`src/rtl/pipeline_hazard_ctrl_pkg.sv`:
```
`default_nettype none
// ============================================================================
// Module   : pipeline_hazard_ctrl_pkg
// Brief    : Opcodes, FSM state encoding and control-vector types for the
//            pipeline hazard controller.
// Revision : 1.0
// ============================================================================
package pipeline_hazard_ctrl_pkg;

    localparam int REG_ADDR_WIDTH = 5;

    localparam logic [6:0] OPCODE_LOAD  = 7'b0000011;
    localparam logic [6:0] OPCODE_STORE = 7'b0100011;

    typedef enum logic [1:0] {
        HZ_RUN      = 2'd0,
        HZ_MEM_WAIT = 2'd1,
        HZ_ERROR    = 2'd2
    } hz_state_e;

    typedef struct packed {
        logic pc_en;
        logic if_id_en;
        logic id_ex_en;
        logic ex_mem_en;
        logic if_id_flush;
        logic id_ex_flush;
        logic mem_wb_bubble;
    } pipe_ctrl_t;

    localparam pipe_ctrl_t CTRL_NORMAL = '{
        pc_en: 1'b1, if_id_en: 1'b1, id_ex_en: 1'b1, ex_mem_en: 1'b1,
        if_id_flush: 1'b0, id_ex_flush: 1'b0, mem_wb_bubble: 1'b0
    };

    localparam pipe_ctrl_t CTRL_FREEZE = '{
        pc_en: 1'b0, if_id_en: 1'b0, id_ex_en: 1'b0, ex_mem_en: 1'b0,
        if_id_flush: 1'b0, id_ex_flush: 1'b0, mem_wb_bubble: 1'b1
    };

    localparam pipe_ctrl_t CTRL_BRANCH = '{
        pc_en: 1'b1, if_id_en: 1'b1, id_ex_en: 1'b1, ex_mem_en: 1'b1,
        if_id_flush: 1'b1, id_ex_flush: 1'b1, mem_wb_bubble: 1'b0
    };

    // Hold PC and IF/ID, push one bubble into EX while older instructions drain.
    localparam pipe_ctrl_t CTRL_LOAD_USE = '{
        pc_en: 1'b0, if_id_en: 1'b0, id_ex_en: 1'b1, ex_mem_en: 1'b1,
        if_id_flush: 1'b0, id_ex_flush: 1'b1, mem_wb_bubble: 1'b0
    };

    function automatic logic is_mem_op(input logic [6:0] opcode);
        return (opcode == OPCODE_LOAD) || (opcode == OPCODE_STORE);
    endfunction

endpackage
`default_nettype wire

```
`src/rtl/pipeline_hazard_ctrl_sat_counter.sv`:
```
`default_nettype none
// ============================================================================
// Module   : sat_counter
// Brief    : Up-counter that sticks at its all-ones value.
// Revision : 1.0
// ============================================================================
module sat_counter #(
    parameter int WIDTH = 16
) (
    input  logic             clk,
    input  logic             reset_n,
    input  logic             inc,
    output logic [WIDTH-1:0] count
);

    logic [WIDTH-1:0] count_q;
    logic [WIDTH-1:0] count_d;

    always_comb begin
        count_d = count_q;
        if (inc && (count_q != {WIDTH{1'b1}})) begin
            count_d = count_q + WIDTH'(1);
        end
    end

    always_ff @(posedge clk or negedge reset_n) begin
        if (!reset_n) begin
            count_q <= '0;
        end else begin
            count_q <= count_d;
        end
    end

    assign count = count_q;

endmodule
`default_nettype wire

```
`src/rtl/pipeline_hazard_ctrl.sv`:
```
`default_nettype none
// ============================================================================
// Module   : pipeline_hazard_ctrl
// Brief    : Stall/flush sequencer for the 5-stage pipeline with data-memory
//            wait FSM, timeout error and saturating performance counters.
// Revision : 1.0
// ============================================================================
module pipeline_hazard_ctrl #(
    parameter int REG_ADDR_WIDTH = pipeline_hazard_ctrl_pkg::REG_ADDR_WIDTH,
    parameter int MEM_TIMEOUT    = 64,
    parameter int CNT_WIDTH      = 16
) (
    input  logic                      clk,
    input  logic                      reset_n,
    input  logic [REG_ADDR_WIDTH-1:0] IF_ID_rs1,
    input  logic [REG_ADDR_WIDTH-1:0] IF_ID_rs2,
    input  logic [6:0]                ID_EX_inst_opcode,
    input  logic [REG_ADDR_WIDTH-1:0] ID_EX_rd,
    input  logic [6:0]                EX_MEM_inst_opcode,
    input  logic                      branch_taken,
    input  logic                      dmem_ready,
    output logic                      dmem_req,
    output logic                      dmem_we,
    output logic                      pc_en,
    output logic                      IF_ID_en,
    output logic                      ID_EX_en,
    output logic                      EX_MEM_en,
    output logic                      IF_ID_flush,
    output logic                      ID_EX_flush,
    output logic                      MEM_WB_bubble,
    output logic                      mem_err,
    output logic [CNT_WIDTH-1:0]      stall_cnt,
    output logic [CNT_WIDTH-1:0]      flush_cnt
);

    import pipeline_hazard_ctrl_pkg::*;

    localparam int WAIT_W = $clog2(MEM_TIMEOUT + 1);

    hz_state_e         state_q;
    hz_state_e         state_d;
    logic [WAIT_W-1:0] wait_cnt_q;
    logic [WAIT_W-1:0] wait_cnt_d;

    logic       mem_op;
    logic       is_store;
    logic       freeze;
    logic       req_raw;
    logic       load_use;
    logic       branch_go;
    pipe_ctrl_t ctrl;

    assign mem_op   = is_mem_op(EX_MEM_inst_opcode);
    assign is_store = (EX_MEM_inst_opcode == OPCODE_STORE);

    assign load_use = (ID_EX_inst_opcode == OPCODE_LOAD) &&
                      (ID_EX_rd != '0) &&
                      ((ID_EX_rd == IF_ID_rs1) || (ID_EX_rd == IF_ID_rs2));

    always_comb begin
        req_raw = 1'b0;
        freeze  = 1'b0;
        case (state_q)
            HZ_RUN: begin
                req_raw = mem_op;
                freeze  = mem_op && !dmem_ready;
            end
            HZ_MEM_WAIT: begin
                req_raw = 1'b1;
                freeze  = !dmem_ready;
            end
            default: begin
                req_raw = 1'b0;
                freeze  = 1'b1;
            end
        endcase
    end

    // A branch seen while frozen stays in EX and is acted on at release.
    assign branch_go = !freeze && branch_taken;

    always_comb begin
        ctrl = CTRL_NORMAL;
        if (freeze) begin
            ctrl = CTRL_FREEZE;
        end else if (branch_taken) begin
            ctrl = CTRL_BRANCH;
        end else if (load_use) begin
            ctrl = CTRL_LOAD_USE;
        end
    end

    always_comb begin
        state_d    = state_q;
        wait_cnt_d = wait_cnt_q;
        case (state_q)
            HZ_RUN: begin
                if (mem_op && !dmem_ready) begin
                    state_d    = HZ_MEM_WAIT;
                    wait_cnt_d = WAIT_W'(1);
                end
            end
            HZ_MEM_WAIT: begin
                if (dmem_ready) begin
                    state_d    = HZ_RUN;
                    wait_cnt_d = '0;
                end else if (wait_cnt_q == WAIT_W'(MEM_TIMEOUT)) begin
                    state_d = HZ_ERROR;
                end else begin
                    wait_cnt_d = wait_cnt_q + WAIT_W'(1);
                end
            end
            default: begin
                state_d = HZ_ERROR;
            end
        endcase
    end

    always_ff @(posedge clk or negedge reset_n) begin
        if (!reset_n) begin
            state_q    <= HZ_RUN;
            wait_cnt_q <= '0;
        end else begin
            state_q    <= state_d;
            wait_cnt_q <= wait_cnt_d;
        end
    end

    // Reset forces every pipeline control and the memory request low at once.
    assign dmem_req      = reset_n && req_raw;
    assign dmem_we       = reset_n && req_raw && is_store;
    assign pc_en         = reset_n && ctrl.pc_en;
    assign IF_ID_en      = reset_n && ctrl.if_id_en;
    assign ID_EX_en      = reset_n && ctrl.id_ex_en;
    assign EX_MEM_en     = reset_n && ctrl.ex_mem_en;
    assign IF_ID_flush   = reset_n && ctrl.if_id_flush;
    assign ID_EX_flush   = reset_n && ctrl.id_ex_flush;
    assign MEM_WB_bubble = reset_n && ctrl.mem_wb_bubble;
    assign mem_err       = (state_q == HZ_ERROR);

    sat_counter #(
        .WIDTH (CNT_WIDTH)
    ) u_stall_cnt (
        .clk     (clk),
        .reset_n (reset_n),
        .inc     (!ctrl.pc_en),
        .count   (stall_cnt)
    );

    sat_counter #(
        .WIDTH (CNT_WIDTH)
    ) u_flush_cnt (
        .clk     (clk),
        .reset_n (reset_n),
        .inc     (branch_go),
        .count   (flush_cnt)
    );

endmodule
`default_nettype wire
```
`config.mk`:
```
export PLATFORM = sky130hd
export DESIGN_NAME = pipeline_hazard_ctrl
export DESIGN_NICKNAME = d
export VERILOG_FILES = /design/src/rtl/pipeline_hazard_ctrl_pkg.sv /design/src/rtl/pipeline_hazard_ctrl_sat_counter.sv /design/src/rtl/pipeline_hazard_ctrl.sv
export SDC_FILE = /design/constraint.sdc
export NUM_CORES = 1
export LEC_CHECK = 0
export CAP_MARGIN = 20
export CORE_MARGIN = 8
export CORE_UTILIZATION = 43
export CTS_BUF_LIST = sky130_fd_sc_hd__clkbuf_8
export DETAILED_ROUTE_END_ITERATION = 6
export HOLD_SLACK_MARGIN = 0.1
export PLACE_DENSITY = 0.75
export SYNTH_ARGS = -nofsm -noshare
export SYNTH_HDL_FRONTEND = slang
export SYNTH_SLANG_ARGS = --single-unit
```
`constraint.sdc`:
```
create_clock -name clk -period 1.85 [get_ports clk]
set_input_delay 0.37 -clock clk [delete_from_list [all_inputs] [get_ports clk]]
set_output_delay 0.37 -clock clk [all_outputs]
set_load 0.05 [all_outputs]
```
---- Word level (Yosys, flattened, before mapping) ----
Index checks and enable logic that the tools add are counted.
word-level totals
  register bits ........................... 41
  input bits .............................. 33
operators by class
  add/sub/neg operators ................... 3
  equality and inequality tests ........... 13
  muxes and demuxes ....................... 13
  reductions and logical operators ........ 25
operators by type and width
  operator                 count
  $mux W7                  6
  $add A16 B1 Y16 const B  2
  $ne A16 B16 Y1 const B   2
  $logic_and A1 B1 Y1      15
  $eq A7 B2 Y1 const B     2
  $pmux W7 S2              1
  $eq A5 B5 Y1             2
  $add A7 B1 Y7 const B    1
  $eq A7 B6 Y1 const B     1
  $eq A7 B7 Y1 const B     1
  $mux W2                  3
  $ne A3 B3 Y1 const B     2
  $reduce_bool A5 Y1       1
  $pmux W1 S2              2
  $pmux W2 S2              1
  $logic_not A1 Y1         3
  $reduce_and A3 Y1        1
  $eq A2 B1 Y1 const B     1
  $eq A2 B2 Y1 const B     1
  $logic_not A2 Y1         1
  $logic_or A1 B1 Y1       2
  $ne A2 B2 Y1 const B     1
  $reduce_and A2 Y1        1
  $reduce_bool A2 Y1       1

---- Depth between registers and ports, before layout ----
  word-level depth ........................ 8
  mapped depth ............................ 8
  gate-level depth less buffers ........... 7

---- Cells and area by module ----
From an unflattened synthesis, not the netlist that was laid out.
unflattened totals
  cells, all modules ...................... 241
  area total of the unflattened synthesis .. 2529.9 um2
modules (own cells, without submodules)
  module                times used  cells an instance  area each (um2)  sequential area each (um2)
  sat_counter           2           72                 859.6            400.4
  pipeline_hazard_ctrl  1           97                 810.8            225.2

---- Worst setup path before layout ----
OpenSTA, ideal clock, no wires.
  path kind ............................... input to output
  start ................................... input EX_MEM_inst_opcode[2]
  end ..................................... output pc_en
  data arrival time ....................... 2.104 ns
  path slack .............................. -0.624 ns
  stages .................................. 6
  buffers on the path ..................... 1
  cells stage by stage .................... and4bb_1 > a21oi_2 > o21ba_2 > nand2_1 > nor2_1 > buf_4
on the way
  cells in the longest elaborated chain, start to end .. 6
ends and longest elaborated chain
  item                                                 line                            text
  start: declaration                                   pipeline_hazard_ctrl.sv:19      input logic [6:0] EX_MEM_inst_opcode,
  $eq A7 B2 Y1 / $eq A7 B6 Y1 (equally long branches)  pipeline_hazard_ctrl_pkg.sv:53  return (opcode == OPCODE_LOAD) || (opcode == OPCODE_STORE);
  $logic_or A1 B1 Y1 *                                 pipeline_hazard_ctrl_pkg.sv:53
  $logic_and A1 B1 Y1 *                                pipeline_hazard_ctrl.sv:66      freeze = mem_op && !dmem_ready;
  $pmux W1 S2 *                                        pipeline_hazard_ctrl.sv:63      case (state_q)
  $mux W7 *                                            pipeline_hazard_ctrl.sv:84      if (freeze) begin
  $logic_and A1 B1 Y1 *                                pipeline_hazard_ctrl.sv:132     assign pc_en = reset_n && ctrl.pc_en;
  end: declaration                                     pipeline_hazard_ctrl.sv:24      output logic pc_en,
Mark *: on every way between the ends. The rest lies on a longest branch, timed or not.

---- Worst setup path in the final report ----
  start ................................... input EX_MEM_inst_opcode[2]
  end ..................................... output ID_EX_en
on the way
  cells in the longest elaborated chain, start to end .. 6
ends and longest elaborated chain
  item                                                 line                            text
  $eq A7 B2 Y1 / $eq A7 B6 Y1 (equally long branches)  pipeline_hazard_ctrl_pkg.sv:53
  $logic_or A1 B1 Y1 *                                 pipeline_hazard_ctrl_pkg.sv:53
  $logic_and A1 B1 Y1 *                                pipeline_hazard_ctrl.sv:66
  $pmux W1 S2 *                                        pipeline_hazard_ctrl.sv:63
  $mux W7 *                                            pipeline_hazard_ctrl.sv:84
  $logic_and A1 B1 Y1 *                                pipeline_hazard_ctrl.sv:134     assign ID_EX_en = reset_n && ctrl.id_ex_en;
  end: declaration                                     pipeline_hazard_ctrl.sv:26      output logic ID_EX_en,
Marked as above.

==> flow_summary.ini <==
[setup_path]
path_buf_inv = 3
cp-start-kind = input pin
required_ns = 1.48
cp-end-kind = output port
cpPeakStageDelay_ns = 0.30
critPathTopFamily = simple AND/OR/NAND/NOR gates
worstPathCellList = buf_6 > and4bb_1 > a21oi_2 > o21ba_4 > nand2_4 > clkinvlp_4 > buf_12
cp_max_fo = 6
path_class = in -> out
r2r_cells = 7
arrival_ns = 1.51
cp.depth = 7
cpMaxStageDelayCell = and4bb_1

[yosys]
syn_area_mm2 = 0.002354
synth_top_area_share_pct = 43.59
synth_cells = 228
synth_seq_area_share_pct = 43.59
synth_fa_ha_area_share_pct = 2.127
synth_compound_area_share_pct = 4.519
synthesis.nets = 265
yosys_warnings = 0
synth_simple_gate_area_share_pct = 27.96
synth_mux_area_share_pct = 1.595
synthDistinctLibCells = 42
syn_avg_cell_area_um2 = 10.32
synth_top_family_by_area = simple AND/OR/NAND/NOR gates
synth.top_cells.by_area = dfrtp_1, xnor2_1, xor2_1
synth_area_leader_cell = dfrtp_1
synthXorXnorAreaFrac_pct = 16.69
ys_seq_elements = 41

[finish]
area_delta_synth_final_pct = 55.29
num_antenna_cells = 0
drive_above_1_share_pct = 46.18
fillCellCount = 430
nets = 376
final_cells = 412

[cts]
htree_num_levels = 2
cts_sinks = 41
cts_made_buffers = 5
clockBufferDepth = 2
cts_root_buf = clkbuf_8
clk_latency_ns = 0.29
cts_tree = built
path_clk_slew_ns = 0.08

[timing]
hold_viol = 0
fin_ws_ns = -0.03405
period_needed_ns = 1.884
fin_worst_skew_ns = 0.006651
slew_headroom_pct = 73.54
fin_tns_setup_ns = -0.09648
setup_viol = 5
min_period_over_period_pct = 101.8
timing.fmax_ghz = 0.5308
slew_violations = 0
rsz0062_at_grt = yes
worstMarginPinSlew_ns = 0.3932

[place]
gp_congestion = 0.7685
post-dp-hpwl_um = 4828
dp.cells = 395
port_buffers = 74

[power_and_ir_drop]
max-vdd-ir-drop_mv = 0.7390
total_power_uw = 2754
p_leak_uw = 0.001664
p_per_area_mw_per_mm2 = 753.4

[floorplan]
die_x_um = 89.98
die_area_mm2 = 0.008096
die_y_um = 89.98
boundaryPins = 75
fp-row-count = 27
coreArea_mm2 = 0.005405
initial_core_util_pct = 43.54

[global_route]
grt_pass1_vias = 2276
grt_overflow = 0
grt_pass1_wl_um = 10670
grtUsageTotal_pct = 15.63
grt_max_degree = 17
antenna_found_initial = 0

[route]
routed_wl_um = 6416
wl_per_cell_um = 15.57
drt_iter0_drc = 80
ant_nets = 0
num_vias = 2082
drc = 0
vias_per_cell = 5.053
firstDrtPassIters = 4

[run_status]
status = finished with violations
failed_checks = negative setup slack

[worst_hold_path]
min_path_type = in -> async

[run]
max_cap_viol_count = 0
[cell usage after synthesis]
master and instances:
o31ai_4 1, nor3b_1 1, inv_1 7, a21oi_1 2, nand4_1 12, nor2b_1 3
a21oi_2 2, nand4_4 1, buf_4 3, and4_1 3, o21ai_1 2, nand3_1 17
a41o_1 1, and4bb_1 1, nor3_2 2, nor2_1 20, and3_2 1, nand2_1 15
a21o_1 1, a211oi_1 1, clkinv_1 1, xor2_1 16, nand2_2 1, nor4_1 3
nand3_2 8, dfrtp_1 41, nand3b_1 2, xnor2_1 27, a22oi_2 1, buf_8 1
ha_1 4, xnor2_2 1, buf_6 1, and3_1 14, nor2_4 1, and4b_1 1
mux2_1 2, nor3_1 3, clkbuf_1 1, nor4b_1 1, o21ba_2 1, mux2_4 1
[path summary, 6_finish.rpt]
kind	start	end	slack [ns]
hold / removal	reset_n	state_q[1]$_DFFE_PN0P_	0.18
max in group asynchronous	reset_n	state_q[0]$_DFFE_PN0P_	0.93
min in group clk	dmem_ready	state_q[0]$_DFFE_PN0P_	0.46
hold reg to reg	u_stall_cnt.count[11]$_DFFE_PN0P_	u_stall_cnt.count[11]$_DFFE_PN0P_	0.49
setup reg to reg	u_stall_cnt.count[1]$_DFFE_PN0P_	u_stall_cnt.count[13]$_DFFE_PN0P_	0.07
setup / recovery	EX_MEM_inst_opcode[2]	ID_EX_en	-0.03
[worst reg2reg max path, stage by stage (launching register included)]
cell	delay [ns]
dfrtp_2	0.43
ha_4	0.17
and3_4	0.19
and3_4	0.20
nand3b_1	0.23
buf_4	0.21
nand4_1	0.11
xnor2_1	0.14
[cells in the final DEF, fill, tap and decap left out, drive strengths merged, types with 13 or more instances in the layout]
cell type / instances
buf: 94
nor2: 21
nand2: 16
clkbuf: 14
dfrtp: 41
nand3: 25
nand4: 13
xnor2: 28
xor2: 16
and3: 15
[area by class of cell]
type                    count  area [um^2]  area share [%]
inverters                   8        33.78          0.9243
multi-input cells         173         1419           38.82
clock buffers               7        96.34           2.636
flip-flops and latches     41         1036           28.35
well taps                  72        90.09           2.465
repair buffers            110        974.7           26.67
clock inverters             1        5.005          0.1369
[cells by family (layout without fill, tap and decap cells)]
family                     after synthesis  count (layout)
muxes                                    3               3
adders and majority gates                4               4
AOI/OAI and AO/OA                       12              12
xor gates and xnor gates                44              44
and+or+nand+nor                        110             110
buffers and inverters                   14             126
DFF                                     41              41
[through the flow]
step	util (%)	hold WS [ns]	worst slack, ns	area (um^2)
finish	67.62	0.1753	-0.03405	3655
global route	67.62	0.2038	-0.08233	3655
CTS	65.00	0.1827	-0.06377	3513
detailed placement	63.36	0.2760	-0.4827	3425
global placement	63.36	0.2788	-0.4202	3425
floorplan	-	0.07441	-0.2246	2424
[layer usage]
layer  GRT usage [%]  up-vias  wire length (um)
met5               0        -                 0
met4           5.964        0               138
met3           4.572       10               355
met2           27.48       55              3433
met1           17.35     1004              2489
li1                -     1013                 -
[registers in the layout (all words and copies together), names as in the netlist]
name               flops
u_flush_cnt.count     16
u_stall_cnt.count     16
wait_cnt_q             7
state_q                2
[power by group]
group / internal, uW / switching (uW)
registers: 1000 / 121
clock network: 337 / 303
logic: 381 / 611
[what timing repair did]
item,in CTS,in global routing
hold buffers,1,0
setup endpoints to repair,36,7
endpoints found under the hold margin,5,0
gates resized for setup,84,32
gates cloned,0,1
setup buffers,4,4
pin swaps,22,23
Note: power is estimated with default switching activity, not from simulation.
